==> src/rtl/multicycle_ctrl_pkg.sv <==
// Shared types and opcode decode for the multi-cycle RV32I control FSM.
package multicycle_ctrl_pkg;

  typedef enum logic [2:0] {IDLE, FETCH, DECODE, EXEC, MEM, WB, TRAP} mc_state_t;

  typedef enum logic [1:0] {
    NONE    = 2'd0,
    ILLEGAL = 2'd1,
    TIMEOUT = 2'd2
  } trap_cause_t;

  typedef enum logic [2:0] {R, IALU, LOAD, STORE, BRANCH} instr_class_t;

  typedef enum logic [6:0] {
    OP_R      = 7'b0110011,
    OP_IALU   = 7'b0010011,
    OP_LOAD   = 7'b0000011,
    OP_STORE  = 7'b0100011,
    OP_BRANCH = 7'b1100011
  } opcode_t;

  typedef struct packed {
    logic         legal;
    instr_class_t cls;
  } decode_t;

  function automatic decode_t decode_opcode(input logic [6:0] op);
    decode_t d;
    d.legal = 1'b1;
    d.cls   = R;
    case (op)
      OP_R:      d.cls = R;
      OP_IALU:   d.cls = IALU;
      OP_LOAD:   d.cls = LOAD;
      OP_STORE:  d.cls = STORE;
      OP_BRANCH: d.cls = BRANCH;
      default:   d.legal = 1'b0;
    endcase
    return d;
  endfunction

endpackage

==> src/rtl/multicycle_ctrl_if.sv <==
// Shared instruction/data memory request port of the multi-cycle core.
interface multicycle_ctrl_if;
  logic mem_req;
  logic mem_w;
  logic mem_ready;

  modport master (output mem_req, output mem_w, input mem_ready);
  modport slave  (input mem_req, input mem_w, output mem_ready);
endinterface

==> src/rtl/multicycle_ctrl_mem_wait_timer.sv <==
// Counts consecutive stalled memory-request cycles and flags a timeout.
module mem_wait_timer #(
  parameter int unsigned TIMEOUT_CYC = 16
) (
  input  logic clk,
  input  logic rst,
  input  logic req,
  input  logic ready,
  output logic timeout
);
  localparam int unsigned TO_W = $clog2(TIMEOUT_CYC + 1);
  localparam logic [TO_W-1:0] LAST = TO_W'(TIMEOUT_CYC - 1);

  logic            waiting;
  logic [TO_W-1:0] wait_cnt;

  assign waiting = req && !ready;
  // Raised during the TIMEOUT_CYC-th stalled cycle, so a ready in that same cycle still wins.
  assign timeout = waiting && (wait_cnt >= LAST);

  always_ff @(posedge clk or negedge rst) begin
    if (!rst)         wait_cnt <= '0;
    else if (waiting) wait_cnt <= wait_cnt + 1'b1;
    else              wait_cnt <= '0;
  end
endmodule

==> src/rtl/multicycle_ctrl.sv <==
// Multi-cycle RV32I control FSM: sequences FETCH/DECODE/EXEC/MEM/WB over a shared
// variable-latency memory, counts retired instructions and traps sticky on errors.
module multicycle_ctrl
  import multicycle_ctrl_pkg::*;
#(
  parameter int unsigned RETIRE_W    = 32,
  parameter int unsigned TIMEOUT_CYC = 16
) (
  input  logic                  clk,
  input  logic                  rst,
  input  logic                  run,
  input  logic [6:0]            opcode,
  input  logic                  alu_zero,
  multicycle_ctrl_if.master     mem_port,
  output logic                  ir_we,
  output logic                  pc_we,
  output logic                  pc_src,
  output logic [1:0]            ctrl_ALU_op,
  output logic                  ctrl_ALU_src,
  output logic                  ctrl_reg_w,
  output logic                  ctrl_mem_to_reg,
  output logic                  busy,
  output logic                  trap,
  output trap_cause_t           trap_cause,
  output logic [RETIRE_W-1:0]   retire_count
);
  mc_state_t    state;
  instr_class_t cls;
  decode_t      dec;
  logic         timeout;
  logic         retire;

  assign dec = decode_opcode(opcode);

  mem_wait_timer #(.TIMEOUT_CYC(TIMEOUT_CYC)) u_wait_timer (
    .clk     (clk),
    .rst     (rst),
    .req     (mem_port.mem_req),
    .ready   (mem_port.mem_ready),
    .timeout (timeout)
  );

  always_comb begin
    retire = 1'b0;
    case (state)
      EXEC:    retire = (cls == BRANCH);
      MEM:     retire = (cls == STORE) && mem_port.mem_ready;
      WB:      retire = 1'b1;
      default: retire = 1'b0;
    endcase
  end

  always_ff @(posedge clk or negedge rst) begin
    if (!rst) begin
      state        <= IDLE;
      cls          <= R;
      trap         <= 1'b0;
      trap_cause   <= NONE;
      retire_count <= '0;
    end else begin
      if (retire) retire_count <= retire_count + 1'b1;
      case (state)
        IDLE: if (run) state <= FETCH;
        FETCH: begin
          if (mem_port.mem_ready) state <= DECODE;
          else if (timeout) begin
            state      <= TRAP;
            trap       <= 1'b1;
            trap_cause <= TIMEOUT;
          end
        end
        DECODE: begin
          if (dec.legal) begin
            cls   <= dec.cls;
            state <= EXEC;
          end else begin
            state      <= TRAP;
            trap       <= 1'b1;
            trap_cause <= ILLEGAL;
          end
        end
        EXEC: begin
          case (cls)
            BRANCH:      state <= run ? FETCH : IDLE;
            LOAD, STORE: state <= MEM;
            default:     state <= WB;
          endcase
        end
        MEM: begin
          if (mem_port.mem_ready) begin
            if (cls == STORE) state <= run ? FETCH : IDLE;
            else              state <= WB;
          end else if (timeout) begin
            state      <= TRAP;
            trap       <= 1'b1;
            trap_cause <= TIMEOUT;
          end
        end
        WB:      state <= run ? FETCH : IDLE;
        TRAP:    state <= TRAP;
        default: state <= IDLE;
      endcase
    end
  end

  // Strobes are decoded from state and the held class; only mem_ready and alu_zero reach them combinationally.
  always_comb begin
    mem_port.mem_req = 1'b0;
    mem_port.mem_w   = 1'b0;
    ir_we            = 1'b0;
    pc_we            = 1'b0;
    pc_src           = 1'b0;
    ctrl_ALU_op      = 2'b00;
    ctrl_ALU_src     = 1'b0;
    ctrl_reg_w       = 1'b0;
    ctrl_mem_to_reg  = 1'b0;
    busy             = (state != IDLE) && (state != TRAP);
    case (state)
      FETCH: begin
        mem_port.mem_req = 1'b1;
        ir_we            = mem_port.mem_ready;
        pc_we            = mem_port.mem_ready;
      end
      EXEC: begin
        case (cls)
          R:           ctrl_ALU_op = 2'b10;
          IALU: begin
            ctrl_ALU_op  = 2'b10;
            ctrl_ALU_src = 1'b1;
          end
          LOAD, STORE: ctrl_ALU_src = 1'b1;
          BRANCH: begin
            ctrl_ALU_op = 2'b01;
            pc_we       = alu_zero;
            pc_src      = 1'b1;
          end
          default: ;
        endcase
      end
      MEM: begin
        mem_port.mem_req = 1'b1;
        mem_port.mem_w   = (cls == STORE);
      end
      WB: begin
        ctrl_reg_w      = 1'b1;
        ctrl_mem_to_reg = (cls == LOAD);
      end
      default: ;
    endcase
  end
endmodule
==> src/flat_wrapper.sv <==
// flat-port wrapper written by rule: the top's interface ports become plain ports
module multicycle_ctrl_flat import multicycle_ctrl_pkg::*;
#(
  parameter int unsigned RETIRE_W    = 32,
  parameter int unsigned TIMEOUT_CYC = 16
)
  (clk, rst, run, opcode, alu_zero, ir_we, pc_we, pc_src, ctrl_ALU_op, ctrl_ALU_src, ctrl_reg_w, ctrl_mem_to_reg, busy, trap, trap_cause, retire_count, mem_port_mem_req, mem_port_mem_w, mem_port_mem_ready);
  multicycle_ctrl_if mem_port_i ();
  input  logic clk;
  input  logic rst;
  input  logic run;
  input  logic [6:0] opcode;
  input  logic alu_zero;
  output logic ir_we;
  output logic pc_we;
  output logic pc_src;
  output logic [1:0] ctrl_ALU_op;
  output logic ctrl_ALU_src;
  output logic ctrl_reg_w;
  output logic ctrl_mem_to_reg;
  output logic busy;
  output logic trap;
  output trap_cause_t trap_cause;
  output logic [RETIRE_W-1:0] retire_count;
  output wire logic [$bits(mem_port_i.mem_req)-1:0] mem_port_mem_req;
  output wire logic [$bits(mem_port_i.mem_w)-1:0] mem_port_mem_w;
  input wire logic [$bits(mem_port_i.mem_ready)-1:0] mem_port_mem_ready;
  assign mem_port_mem_req = mem_port_i.mem_req;
  assign mem_port_mem_w = mem_port_i.mem_w;
  assign mem_port_i.mem_ready = mem_port_mem_ready;
  multicycle_ctrl #(.RETIRE_W(RETIRE_W), .TIMEOUT_CYC(TIMEOUT_CYC)) u_core (.clk(clk), .rst(rst), .run(run), .opcode(opcode), .alu_zero(alu_zero), .mem_port(mem_port_i), .ir_we(ir_we), .pc_we(pc_we), .pc_src(pc_src), .ctrl_ALU_op(ctrl_ALU_op), .ctrl_ALU_src(ctrl_ALU_src), .ctrl_reg_w(ctrl_reg_w), .ctrl_mem_to_reg(ctrl_mem_to_reg), .busy(busy), .trap(trap), .trap_cause(trap_cause), .retire_count(retire_count));
endmodule
==> config.mk <==
export PLATFORM = sky130hd
export DESIGN_NAME = multicycle_ctrl_flat
export DESIGN_NICKNAME = d
export VERILOG_FILES = /design/src/rtl/multicycle_ctrl_pkg.sv /design/src/rtl/multicycle_ctrl_if.sv /design/src/rtl/multicycle_ctrl_mem_wait_timer.sv /design/src/rtl/multicycle_ctrl.sv /design/src/flat_wrapper.sv
export SDC_FILE = /design/constraint.sdc
export NUM_CORES = 1
export LEC_CHECK = 0
export CORE_MARGIN = 10
export CORE_UTILIZATION = 52
export CTS_BUF_LIST = sky130_fd_sc_hd__clkbuf_4 sky130_fd_sc_hd__clkbuf_8
export CTS_CLUSTER_DIAMETER = 100
export DETAILED_ROUTE_END_ITERATION = 10
export GPL_TIMING_DRIVEN = 0
export PLACE_DENSITY_LB_ADDON = 0.2
export RECOVER_POWER = 25
export SYNTH_ARGS = -nofsm -noshare
export SYNTH_HDL_FRONTEND = slang
export SYNTH_HIERARCHICAL = 1
export SYNTH_SLANG_ARGS = --single-unit
==> constraint.sdc <==
create_clock -name clk -period 2.7 [get_ports clk]
set_clock_uncertainty 0.1 [all_clocks]
set_input_delay 0.675 -clock clk [delete_from_list [all_inputs] [get_ports clk]]
set_output_delay 0.675 -clock clk [all_outputs]
set_load 0.005 [all_outputs]
* Word level (Yosys, flattened, before mapping)
Index checks and enable logic that the tools add are counted.
Storage, ports and cells: flip-flop bits (word level) 46, input port bits 12, latch bits 0, output and inout bits 46, logic and storage cells 79, memory bits (read-only) 0, memories kept 0, RAM bits 0
Operators by class: reduce and logical (&&, ||, !) cells 16, div/mod/pow operators 0, $add $sub $neg 2, order comparisons 1, eq/ne operators 20, shift operators 0, multipliers 0, bitwise gates (word level) 0, mux-type cells 34
Operators with widths (number):
- adder 32 x 1 -> 32 bit, second input constant | 1
- case mux 3 bit (7 select lines) | 1
- two-way mux 3 bit | 6
- two-way mux 1 bit | 15
- equality test 7 x 6 -> 1 bit, second input constant | 2
- equality test 3 x 2 -> 1 bit, second input constant | 4
- equality test 3 bit, second input constant | 4
- case mux 3 bit (4 select lines) | 1
- two-way mux 2 bit | 4
- case mux 2 bit (2 select lines) | 2
- equality test 7 x 2 -> 1 bit, second input constant | 1
- equality test 7 x 5 -> 1 bit, second input constant | 1
- equality test 7 bit, second input constant | 1
- equality test 3 x 1 -> 1 bit, second input constant | 2
- logical NOT 3 bit | 2
- inequality test 2 bit, second input constant | 3
- case mux 3 bit (2 select lines) | 1
- OR reduction 2 bit | 3
- adder 5 x 1 -> 5 bit, second input constant | 1
- greater-or-equal comparator 5 x 4 -> 1 bit, second input constant | 1
- two-way mux 5 bit | 1
- OR reduction 5 bit | 1
- logical AND 1 bit | 4
- case mux 1 bit (2 select lines) | 2
- other kinds (9) | 9

* Logic depth before layout (Yosys ltp)
depth in word-level cells 8, mapped depth 9, mapped depth without buffers 9

* By module
The synthesis kept the hierarchy.
Modules (own cells, without submodules):
- multicycle_ctrl | instances 1, sequential area each 1026.0 um^2, cells each 223, area an instance 2262.2 um^2
- mem_wait_timer | instances 1, sequential area each 125.1 um^2, cells each 23, area an instance 241.5 um^2

* Least setup slack after synthesis
No wires, ideal clock.
path type flip-flop to flip-flop, start reg u_core.state[2], end reg u_core.trap_cause[0], slack 668 ps, setup time 118 ps, period minus slack after synthesis 2032 ps, cell stages (with the launch flop) 9, arrival 1814 ps, path buffers 1, path through dfrtp_1 -> buf_2 -> nand2b_1 -> a21oi_1 -> nand2b_1 -> a21oi_1 -> nor2b_1 -> nand2_1 -> a21o_1
On the way: word-level cells in the longest chain between the ends 7, elaborated cells between the ends (all ways) 13
Ends and longest elaborated chain:
- start: declaration | RTL line multicycle_ctrl.sv:27 | mc_state_t state;
- start signal: assignment | RTL line multicycle_ctrl.sv:84 | BRANCH: state <= run ? FETCH : IDLE;
- start signal: assignment | RTL line multicycle_ctrl.sv:91 | if (cls == STORE) state <= run ? FETCH : IDLE;
- start signal: assignment | RTL line multicycle_ctrl.sv:99 | WB: state <= run ? FETCH : IDLE;
- equality test 3 bit or equality test 3 x 1 -> 1 bit (tied branches) | RTL line multicycle_ctrl.sv:118 | case (state)
- OR reduction 2 bit (no line) (*)
- two-way mux 1 bit (*) | RTL line multicycle_ctrl.sv:118
- via mem_port_mem_req | RTL line flat_wrapper.sv:25 | output wire logic [$bits(mem_port_i.mem_req)-1:0] mem_port_mem_req;
- logical AND 1 bit (*) | RTL line multicycle_ctrl_mem_wait_timer.sv:17 | assign waiting = req && !ready;
- logical AND 1 bit (*) | RTL line multicycle_ctrl_mem_wait_timer.sv:19 | assign timeout = waiting && (wait_cnt >= LAST);
- via u_core.timeout | RTL line multicycle_ctrl.sv:30 | logic timeout;
- inequality test 2 x 1 -> 1 bit (no line) (*)
- AND reduction 4 bit (no line) (*)
- end signal: assignment | RTL line multicycle_ctrl.sv:58 | trap_cause <= NONE;
- end signal: assignment | RTL line multicycle_ctrl.sv:69 | trap_cause <= TIMEOUT;
- end signal: assignment | RTL line multicycle_ctrl.sv:79 | trap_cause <= ILLEGAL;
- end: declaration | RTL line multicycle_ctrl.sv:24 | output trap_cause_t trap_cause,
The timed path passes the listed nets; every way through them passes the cells marked *. A chain may end at the register's enable or synchronous reset.

* Worst setup path in the final report
start in alu_zero, end out pc_we
On the way: word-level cells in the longest chain between the ends 2
Ends and longest elaborated chain:
- start: declaration | RTL line flat_wrapper.sv:13 | input logic alu_zero;
- two-way mux 1 bit | RTL line multicycle_ctrl.sv:125 | case (cls)
- case mux 1 bit (2 select lines) | RTL line multicycle_ctrl.sv:118
- end: declaration | RTL line flat_wrapper.sv:15 | output logic pc_we;
No other way between the ends.

==> flow_summary.yaml <==
outcome:
  outcome: "complete, no violations"
global_routing:
  grt_overflow: 0
  antenna_found_initial: 0
  grt_pass1_vias: 1984
  grt_pass1_wl_um: 9591
  grt_start_max_net_pins: 38
  grt_usage: 0.1502
synthesis:
  synthFlopType: "dfrtp_1"
  synth_top_area_cell: "dfrtp_1"
  syn-num-nets: 261
  yosys-top-cells-count: "dfrtp_1, nor2_1, xnor2_1, nand2_1, nand3_1"
  synthCells: 246
  synthArstFlopShare: 1.000
  synth_area_leaders: "dfrtp_1, xnor2_1, xor2_1"
  yosys_warnings: 6
  synth_seq_cells: 46
  synth_edf_count: 0
  yosysMostFrequentCell: "dfrtp_1"
  yosysSeqAreaShare: 0.4598
  synth_cell_types: 54
  syn-cell-area_um2: 2504
  synth.avg_cell_area_um2: 10.18
  synth_top_area_share: 0.4598
sta:
  max_slew_margin: 0.3878
  finalHoldViolCount: 0
  max_clock_freq_mhz: 378.2
  rsz0062_at_grt: "no"
  whs_ns: 0.2098
  setup_viol: 0
  fin_crit_sh: 0.9792
  period_minus_slack_ns: 2.644
  tightest_slew_ns: 0.9182
  slew_viol_final: 0
critical_path:
  critPathMaxFanout: 1
  crit_path_end_kind: "primary output"
  crit_path_start: "alu_zero"
  path_class: "in -> out"
  crit_required_ns: 1.92
  regToRegSetupSlack_ns: 0.46
  crit_path_start_kind: "primary input"
  rr_endpoint: "u_core/trap_cause[1]"
  timing.rr.start: "u_core/state[2]"
  crit_path_end: "pc_we"
  rr_worst_depth: 10
  critical_path_arrival_ns: 1.87
clock_tree:
  clk_pin_slew_ns: 0.08
  cts-root-buf: "clkbuf_8"
  cts_buffers: 5
  cts_max_path_buffers: 2
  h-tree-depth: 2
  clk_latency_ns: 0.29
  hold_buffers: 0
  cts_tree: "built"
  cts_sinks: 46
final_layout:
  final_core_util: 0.7032
  num-nets-final: 331
  antenna_cells: 0
  fillers: 376
  area_growth_pct: 31.78
  fin_area_um2: 3299
  drive_gt1_frac: 0.1392
floorplan:
  core_um2: 4692
  rows: 25
  ios: 58
  die_y_um: 89.39
  dieArea_um2: 7991
  dieWidth_um: 89.39
  start_util: 0.5336
place:
  numPortBuffers: 57
  dp_hpwl_um: 4219
  placed_cell_area_um2: 3157
  gp_congestion: 0.7673
routing:
  drc: 0
  drt-initial-drc-count: 105
  route.antenna.remaining_nets: 0
  routed_wl_um: 5663
  firstDrtPassIters: 4
  vias_per_cell: 5.559
  routedWlPerCell_um: 15.31
  vias: 2057
power:
  cellPowerDensity_nw_per_um2: 663.1
  p_leak_nw: 1.438
  peakVddDrop_mv: 0.4087
hold_path:
  worst_hold_path_type: "in -> async"
job:
  cap_violations: 0
[sequential cells by signal, indices dropped and copies added, names as in the netlist]
register and flops:
u_core/retire_count 32, u_core/u_wait_timer/wait_cnt 5, u_core/cls 3, u_core/state 3, u_core/trap_cause 2, u_core/trap 1
[metrics by stage]
stage | setup slack [ns] | instances | setup TNS, ns | power, W
after global routing | 0.002093 | 370 | 0 | 0.002329
after floorplan | 0.6682 | 246 | 0 | 0.001365
after detailed placement | -0.1843 | 358 | -0.3404 | 0.001692
after CTS | 0.005210 | 366 | 0 | 0.002141
final | 0.05613 | 370 | 0 | 0.002188
after global placement | -0.4208 | 357 | -19.54 | 0.001682
[cells in the final DEF (no fill, tap or decap), drive strengths merged, types with 2 or more instances in the layout]
cell type / netlist / routed
dlymetal6s2s: 0 / 2
xnor2: 20 / 20
a21oi: 9 / 9
or3b: 2 / 2
o2111ai: 2 / 2
o22a: 2 / 2
nor3b: 3 / 3
o21ai: 5 / 5
clkbuf: 2 / 11
xor2: 13 / 13
nand2b: 6 / 6
clkdlybuf4s50: 0 / 53
and4b: 2 / 2
mux2: 2 / 2
nand3: 15 / 15
nand2: 17 / 17
buf: 4 / 9
nand3b: 4 / 4
and2: 2 / 2
nor3: 12 / 12
inv: 7 / 7
dfrtp: 46 / 46
and4: 2 / 2
nor2: 21 / 21
nor4: 3 / 3
and3: 5 / 5
or3: 2 / 2
nand4: 13 / 13
o31ai: 2 / 2
ha: 3 / 3
nor2b: 5 / 5
[layer usage]
| metal | routed length [um] | share of wire | up-vias | global-route usage |
|---|---|---|---|---|
| met4 | 56 | 0.0099 | 0 | 0.04769 |
| met1 | 2529 | 0.45 | 984 | 0.1842 |
| met2 | 2681 | 0.47 | 46 | 0.2475 |
| li1 | - | - | 1022 | - |
| met5 | 0 | 0 | - | 0 |
| met3 | 396 | 0.070 | 5 | 0.04376 |
[cell families after synthesis]
kind of cell | synth area share
adder cells (fa/ha/maj) | 0.01499
AND/OR/NAND/NOR | 0.2879
buffers and inverters | 0.02349
multiplexers | 0.01299
flip-flops | 0.4598
XOR/XNOR | 0.1154
AO/OA/AOI/OAI | 0.08546
[where the power goes]
| part | total, W | internal, W | switching [W] |
|---|---|---|---|
| logic | 0.000890 | 0.000450 | 0.000440 |
| registers | 0.000888 | 0.000781 | 0.000107 |
| clock network | 0.000409 | 0.000199 | 0.000211 |
[cell type report]
class                           instances  area [um2]  area share
Buffer                                  5       31.28    0.009480
Clock buffer                            7       83.83     0.02541
Timing Repair Buffer                   64       618.1      0.1873
Multi-Input combinational cell        187        1318      0.3993
Tap cell                               54       67.56     0.02048
Sequential cell                        46        1155      0.3500
Inverter                                7       26.28    0.007964
[worst max-delay path, stage by stage]
cell	delay (ns)
clkdlybuf4s50_1	0.46
nand3_1	0.07
a21oi_1	0.15
clkdlybuf4s50_1	0.52
[worst min path at each step]
| stage | start | endpoint | slack, ns | cells after the start |
|---|---|---|---|---|
| detailed placement | u_core/retire_count[31] | u_core/retire_count[31] | 0.36 | 1 |
| CTS | rst | u_core/retire_count[26] | 0.14 | 1 |
| global placement | u_core/trap | u_core/trap | 0.36 | 1 |
| finish | rst | u_core/cls[0] | 0.21 | 1 |
| global route | rst | u_core/retire_count[0] | 0.25 | 1 |
| floorplan | rst | u_core/cls[0] | 0.28 | 0 |
[timing repair]
item                                    in CTS  in global routing
gates resized for setup                      6                  9
gates cloned                                 0                  0
endpoints found under the hold margin        0                  0
buffers inserted                             2                  4
pin swaps                                    1                  2
endpoints found under the setup margin       6                  6
(Power assumes the default switching activity.)
